===== src/rtl/id_stage.sv =====
// Instruction-decode stage: decodes one instruction per cycle, reads operands with
// write-back bypass, extends the immediate and registers the execute-stage payload.
module id_stage (
    input  logic        clk,
    input  logic        rst,
    input  logic [31:0] inst_i,
    input  logic        inst_valid_i,
    input  logic        stall_i,
    input  logic        flush_i,
    output logic [4:0]  rf_ra_addr_o,
    output logic [4:0]  rf_rb_addr_o,
    input  logic [31:0] rf_ra_data_i,
    input  logic [31:0] rf_rb_data_i,
    input  logic        wb_we_i,
    input  logic [4:0]  wb_addr_i,
    input  logic [31:0] wb_data_i,
    output logic [31:0] rd_value_o,
    output logic [31:0] rs_value_o,
    output logic [31:0] imm_value_o,
    output logic        immf_o,
    output logic        ctrl_inte_o,
    output logic        ctrl_logic_o,
    output logic        ctrl_shift_o,
    output logic        ctrl_ld_o,
    output logic        ctrl_st_o,
    output logic        ctrl_br_o,
    output logic [1:0]  func_o,
    output logic [4:0]  rd_addr_o,
    output logic        valid_o,
    output logic        stall_o,
    output logic        illegal_o
);

    localparam int unsigned XLEN  = 32;
    localparam int unsigned RW    = 5;
    localparam int unsigned IMMW  = 16;
    localparam int unsigned FUNCW = 2;
    localparam int unsigned SHAMW = 5;

    typedef enum logic [2:0] {
        CLS_NOP   = 3'b000,
        CLS_INTE  = 3'b001,
        CLS_LOGIC = 3'b010,
        CLS_SHIFT = 3'b011,
        CLS_LD    = 3'b100,
        CLS_ST    = 3'b101,
        CLS_BR    = 3'b110,
        CLS_RSV   = 3'b111
    } cls_e;

    typedef struct packed {
        logic [XLEN-1:0]  rd_value;
        logic [XLEN-1:0]  rs_value;
        logic [XLEN-1:0]  imm_value;
        logic             immf;
        logic             ctrl_inte;
        logic             ctrl_logic;
        logic             ctrl_shift;
        logic             ctrl_ld;
        logic             ctrl_st;
        logic             ctrl_br;
        logic [FUNCW-1:0] func;
        logic [RW-1:0]    rd_addr;
        logic             valid;
        logic             illegal;
    } ex_payload_t;

    cls_e             cls_c;
    logic             immf_c;
    logic [FUNCW-1:0] func_c;
    logic [RW-1:0]    rd_c;
    logic [RW-1:0]    rs_c;
    logic [IMMW-1:0]  imm16_c;

    logic [XLEN-1:0]  ra_value_c;
    logic [XLEN-1:0]  rb_value_c;
    logic [XLEN-1:0]  imm_ext_c;
    logic             reg_class_c;
    logic             use_rd_c;
    logic             use_rs_c;
    logic             hazard_c;

    ex_payload_t      dec_c;
    ex_payload_t      out_d;
    ex_payload_t      out_q;

    // Field extraction
    assign cls_c   = cls_e'(inst_i[31:29]);
    assign immf_c  = inst_i[28];
    assign func_c  = inst_i[27:26];
    assign rd_c    = inst_i[25:21];
    assign rs_c    = inst_i[20:16];
    assign imm16_c = inst_i[15:0];

    assign rf_ra_addr_o = rd_c;
    assign rf_rb_addr_o = rs_c;

    // Operand read: r0 is hard zero, otherwise a same-cycle write-back wins over the array
    always_comb begin
        ra_value_c = rf_ra_data_i;
        if (rd_c == RW'(0)) begin
            ra_value_c = '0;
        end else if (wb_we_i && (wb_addr_i == rd_c)) begin
            ra_value_c = wb_data_i;
        end

        rb_value_c = rf_rb_data_i;
        if (rs_c == RW'(0)) begin
            rb_value_c = '0;
        end else if (wb_we_i && (wb_addr_i == rs_c)) begin
            rb_value_c = wb_data_i;
        end
    end

    // Immediate extension by class
    always_comb begin
        imm_ext_c = {{(XLEN-IMMW){imm16_c[IMMW-1]}}, imm16_c};
        case (cls_c)
            CLS_LOGIC: imm_ext_c = XLEN'(imm16_c);
            CLS_SHIFT: imm_ext_c = XLEN'(imm16_c[SHAMW-1:0]);
            default:   imm_ext_c = {{(XLEN-IMMW){imm16_c[IMMW-1]}}, imm16_c};
        endcase
    end

    // Source-register usage for the hazard check
    always_comb begin
        reg_class_c = (cls_c == CLS_INTE) || (cls_c == CLS_LOGIC) ||
                      (cls_c == CLS_SHIFT) || (cls_c == CLS_BR);
        use_rd_c    = reg_class_c || (cls_c == CLS_ST);
        use_rs_c    = (reg_class_c && !immf_c) || (cls_c == CLS_LD) || (cls_c == CLS_ST);
    end

    assign hazard_c = out_q.valid && out_q.ctrl_ld && (out_q.rd_addr != RW'(0)) &&
                      inst_valid_i &&
                      ((use_rd_c && (rd_c == out_q.rd_addr)) ||
                       (use_rs_c && (rs_c == out_q.rd_addr)));

    assign stall_o = stall_i || hazard_c;

    // Decoded payload; the reserved class becomes a bubble that flags illegal
    always_comb begin
        dec_c           = '0;
        dec_c.rd_value  = ra_value_c;
        dec_c.rs_value  = rb_value_c;
        dec_c.imm_value = imm_ext_c;
        dec_c.immf      = immf_c;
        dec_c.func      = func_c;
        dec_c.rd_addr   = rd_c;
        dec_c.valid     = 1'b1;
        case (cls_c)
            CLS_INTE:  dec_c.ctrl_inte  = 1'b1;
            CLS_LOGIC: dec_c.ctrl_logic = 1'b1;
            CLS_SHIFT: dec_c.ctrl_shift = 1'b1;
            CLS_LD:    dec_c.ctrl_ld    = 1'b1;
            CLS_ST:    dec_c.ctrl_st    = 1'b1;
            CLS_BR:    dec_c.ctrl_br    = 1'b1;
            CLS_RSV: begin
                dec_c         = '0;
                dec_c.illegal = 1'b1;
            end
            default: ;
        endcase
    end

    // Next-state: flush > stall > hazard/empty slot > normal load; illegal is a pulse
    always_comb begin
        out_d         = out_q;
        out_d.illegal = 1'b0;
        if (flush_i) begin
            out_d = '0;
        end else if (!stall_i) begin
            if (hazard_c || !inst_valid_i) begin
                out_d = '0;
            end else begin
                out_d = dec_c;
            end
        end
    end

    always_ff @(posedge clk) begin
        if (rst) begin
            out_q <= '0;
        end else begin
            out_q <= out_d;
        end
    end

    assign rd_value_o   = out_q.rd_value;
    assign rs_value_o   = out_q.rs_value;
    assign imm_value_o  = out_q.imm_value;
    assign immf_o       = out_q.immf;
    assign ctrl_inte_o  = out_q.ctrl_inte;
    assign ctrl_logic_o = out_q.ctrl_logic;
    assign ctrl_shift_o = out_q.ctrl_shift;
    assign ctrl_ld_o    = out_q.ctrl_ld;
    assign ctrl_st_o    = out_q.ctrl_st;
    assign ctrl_br_o    = out_q.ctrl_br;
    assign func_o       = out_q.func;
    assign rd_addr_o    = out_q.rd_addr;
    assign valid_o      = out_q.valid;
    assign illegal_o    = out_q.illegal;

endmodule

===== config.mk =====
export PLATFORM = sky130hd
export DESIGN_NAME = id_stage
export DESIGN_NICKNAME = d
export VERILOG_FILES = /design/src/rtl/id_stage.sv
export SDC_FILE = /design/constraint.sdc
export NUM_CORES = 1
export LEC_CHECK = 0
export CAP_MARGIN = 40
export CORE_MARGIN = 5
export CORE_UTILIZATION = 41
export CTS_CLUSTER_DIAMETER = 120
export DETAILED_ROUTE_END_ITERATION = 10
export PLACE_DENSITY = 0.88
export SYNTH_ARGS = -nofsm -noshare
export SYNTH_HDL_FRONTEND = slang
export SYNTH_SLANG_ARGS = --single-unit

===== constraint.sdc =====
create_clock -name clk -period 3.9 [get_ports clk]
set_input_delay 0.78 -clock clk [delete_from_list [all_inputs] [get_ports clk]]
set_output_delay 0.78 -clock clk [all_outputs]
set_load 0.005 [all_outputs]

==> flow_metrics.env <==
export IMPL_fmax_mhz=275
export IMPL_viasPerCell=5.14
export IMPL_grtUsageTotal=0.218
export IMPL_rows=38
export IMPL_antenna_found_initial=0
export IMPL_dieWidth_um=114
export IMPL_synth_edff_count=0
export IMPL_dr_pass1_iters=4
export IMPL_clk_pin_slew_ps=90
export IMPL_final_core_utilization=0.668
export IMPL_grt_pass1_vias=4386
export IMPL_relSlewSlack=0.467
export IMPL_gp_congestion=0.899
export IMPL_hpwlAfterDp_mm=11.5
export IMPL_synth_area_per_cell_um2=10.2
export IMPL_fp_dieH_um=114
export IMPL_synth_top_area_frac=0.435
export IMPL_rsz0062_at_grt="false"
export IMPL_ys_flop_type="dfxtp_1"
export IMPL_cts_made_buffers=9
export IMPL_cp_end_kind="primary output"
export IMPL_status="finished, final reports clean"
export IMPL_async_flop_share=0
export IMPL_postRouteAntennaNets=0
export IMPL_post_cts_buffers=0
export IMPL_fin_skew_ps=11.3
export IMPL_route_vias_total=4150
export IMPL_initialDrtViolationCount=151
export IMPL_power_density_nw_per_um2=276
export IMPL_ir_drop_mv=0.178
export IMPL_period_needed_ps=3640
export IMPL_pin_count=262
export IMPL_wl_per_cell_um=18.1
export IMPL_yosysSeqAreaShare=0.435
export IMPL_clock_latency_ps=360
export IMPL_clockRootBuffer="clkbuf_8"
export IMPL_reg2reg_depth=6
export IMPL_yosys_top_cells_area="dfxtp_1, mux2i_1, o21ai_2"
export IMPL_synthCells=436
export IMPL_multi_input_area_um2=2180
export IMPL_leakage_nw=2.48
export IMPL_syn_nets=575
export IMPL_hold_slack_ps=451
export IMPL_clock_sinks=97
export IMPL_whs_endpoint="rs_value_o[7]"
export IMPL_fin_tns_setup_ps=0
export IMPL_grt_pass1_wl_mm=22.4
export IMPL_synth_top_cell_by_area="dfxtp_1"
export IMPL_crit_fanout=7
export IMPL_layout_drive_gt1_share=0.133
export IMPL_grt_max_degree=51
export IMPL_fin_crit_sh=0.933
export IMPL_register_area_um2=1940
export IMPL_syn2layout_area_growth_pct=60.9
export IMPL_hp_start="rs_value_o[7]"
export IMPL_cts_tree="done"
export IMPL_cts_hold_buf=0
export IMPL_criticalPathCategory="in2out"
export IMPL_r2r_slack_ps=1350
export IMPL_max_cap_violations=0
export IMPL_min_path_cells=2
export IMPL_routed_wl_mm=14.6
export IMPL_maxSlewViolCount=0
export IMPL_clk_path_buf_depth=2
export IMPL_post_cts_resized=0
export IMPL_htree_levels=3
export IMPL_nNetsFinal=801
export IMPL_portBuffers=261
export IMPL_netlist_area_um2=4460
export IMPL_r2r_start="rd_addr_o[0]"
export IMPL_dieArea_um2=13100
export IMPL_diodes=0
export IMPL_worstPathRequired_ps=3120
export IMPL_num_fill_cells=860
export IMPL_cp_arrival_ps=2860
export IMPL_yosysUniqueCellTypes=40
export IMPL_ys_ff_latch=97
export IMPL_initial_core_util=0.415
export IMPL_design_core_area_um2=10700
export IMPL_hold_viol=0
export IMPL_synth_warnings=0
export IMPL_r2r_end="imm_value_o[30]"
export IMPL_min_path_type="reg2reg"
export IMPL_worstMarginPinSlew_ps=793
export IMPL_cp_start_kind="primary input"
export IMPL_setup_viol=0
export IMPL_grt_overflow=0
export IMPL_drc=0
synthesized netlist by cell type (all sizes together), types with 2 or more instances:
library cell / n
o21ai: 64
xnor2: 12
nor3b: 2
a32o: 2
a22o: 29
nand3: 2
and3: 2
buf: 36
nor4: 5
or3: 3
xor2: 8
dfxtp: 97
o2111ai: 3
clkbuf: 17
nor2: 4
mux2i: 64
nand2: 70
and2: 2
or4: 3
where the power goes:
part	internal, mW	switching [mW]
sequential	1.01	0.0118
combinational	0.214	0.124
clock	0.283	0.343
metrics by stage:
stage / instance area, µm² / setup slack [ps] / total power [mW] / std cells
after floorplan: 4460 / 1260 / 1.16 / 436
after global placement: 6970 / 333 / 1.37 / 790
after detailed placement: 6990 / 260 / 1.38 / 791
after CTS: 7180 / 261 / 2.01 / 807
after global routing: 7180 / 212 / 2.07 / 807
final: 7180 / 262 / 1.98 / 807
layout make-up:
cell class,instances,area share
Clock buffer,12,0.0230
Clock inverter,4,0.00366
Multi-Input combinational cell,286,0.304
Sequential cell,97,0.270
Tap cell,140,0.0244
Timing Repair Buffer,268,0.375
cells by family (layout without fill, tap and decap cells):
family / Yosys count / after routing / share of synthesized area
AOI/OAI and AO/OA: 103 / 103 / 0.198
xor gates and xnor gates: 20 / 20 / 0.0392
DFF: 97 / 97 / 0.435
and+or+nand+nor: 99 / 99 / 0.107
muxes: 64 / 64 / 0.144
buffers and inverters: 53 / 284 / 0.0774
cell usage in the layout (no fill, tap or decap), types with 8 or more instances in the layout:
cell type          n
a22o_1            28
clkbuf_8          12
clkdlybuf4s50_1  261
dfxtp_1           97
mux2i_1           64
nand2_1           70
o21ai_1            9
o21ai_2           51
xnor2_1           12
xor2_1             8
worst max-delay path: stages:
cell and delay (ps):
clkdlybuf4s50_1 530, o21ba_2 250, o211ai_1 260, a2111oi_4 100, or3_2 470, clkdlybuf4s50_1 470
worst max path at each step:
stage | slack (ps) | depth (start not counted) | to | startpoint
after global placement | 330 | 6 | stall_o | inst_i[29]
after CTS | 260 | 6 | stall_o | inst_i[29]
final | 260 | 6 | stall_o | inst_i[29]
after floorplan | 1260 | 4 | stall_o | inst_i[28]
after global routing | 210 | 6 | stall_o | inst_i[29]
after detailed placement | 260 | 6 | stall_o | inst_i[29]
registers in the layout, indices dropped and copies added, names as in the netlist, 2 cells and up:
signal / cells
func_o: 2
imm_value_o: 17
rd_addr_o: 5
rd_value_o: 32
rs_value_o: 32
per-layer routing:
layer | vias up | wire length (µm) | GRT usage
met5 | - | 0 | 0
met4 | 0 | 495 | 0.104
met3 | 40 | 1020 | 0.0566
met2 | 176 | 7650 | 0.397
met1 | 1950 | 5470 | 0.232
li1 | 1984 | - | -
Power figures use the tool's default switching activity.
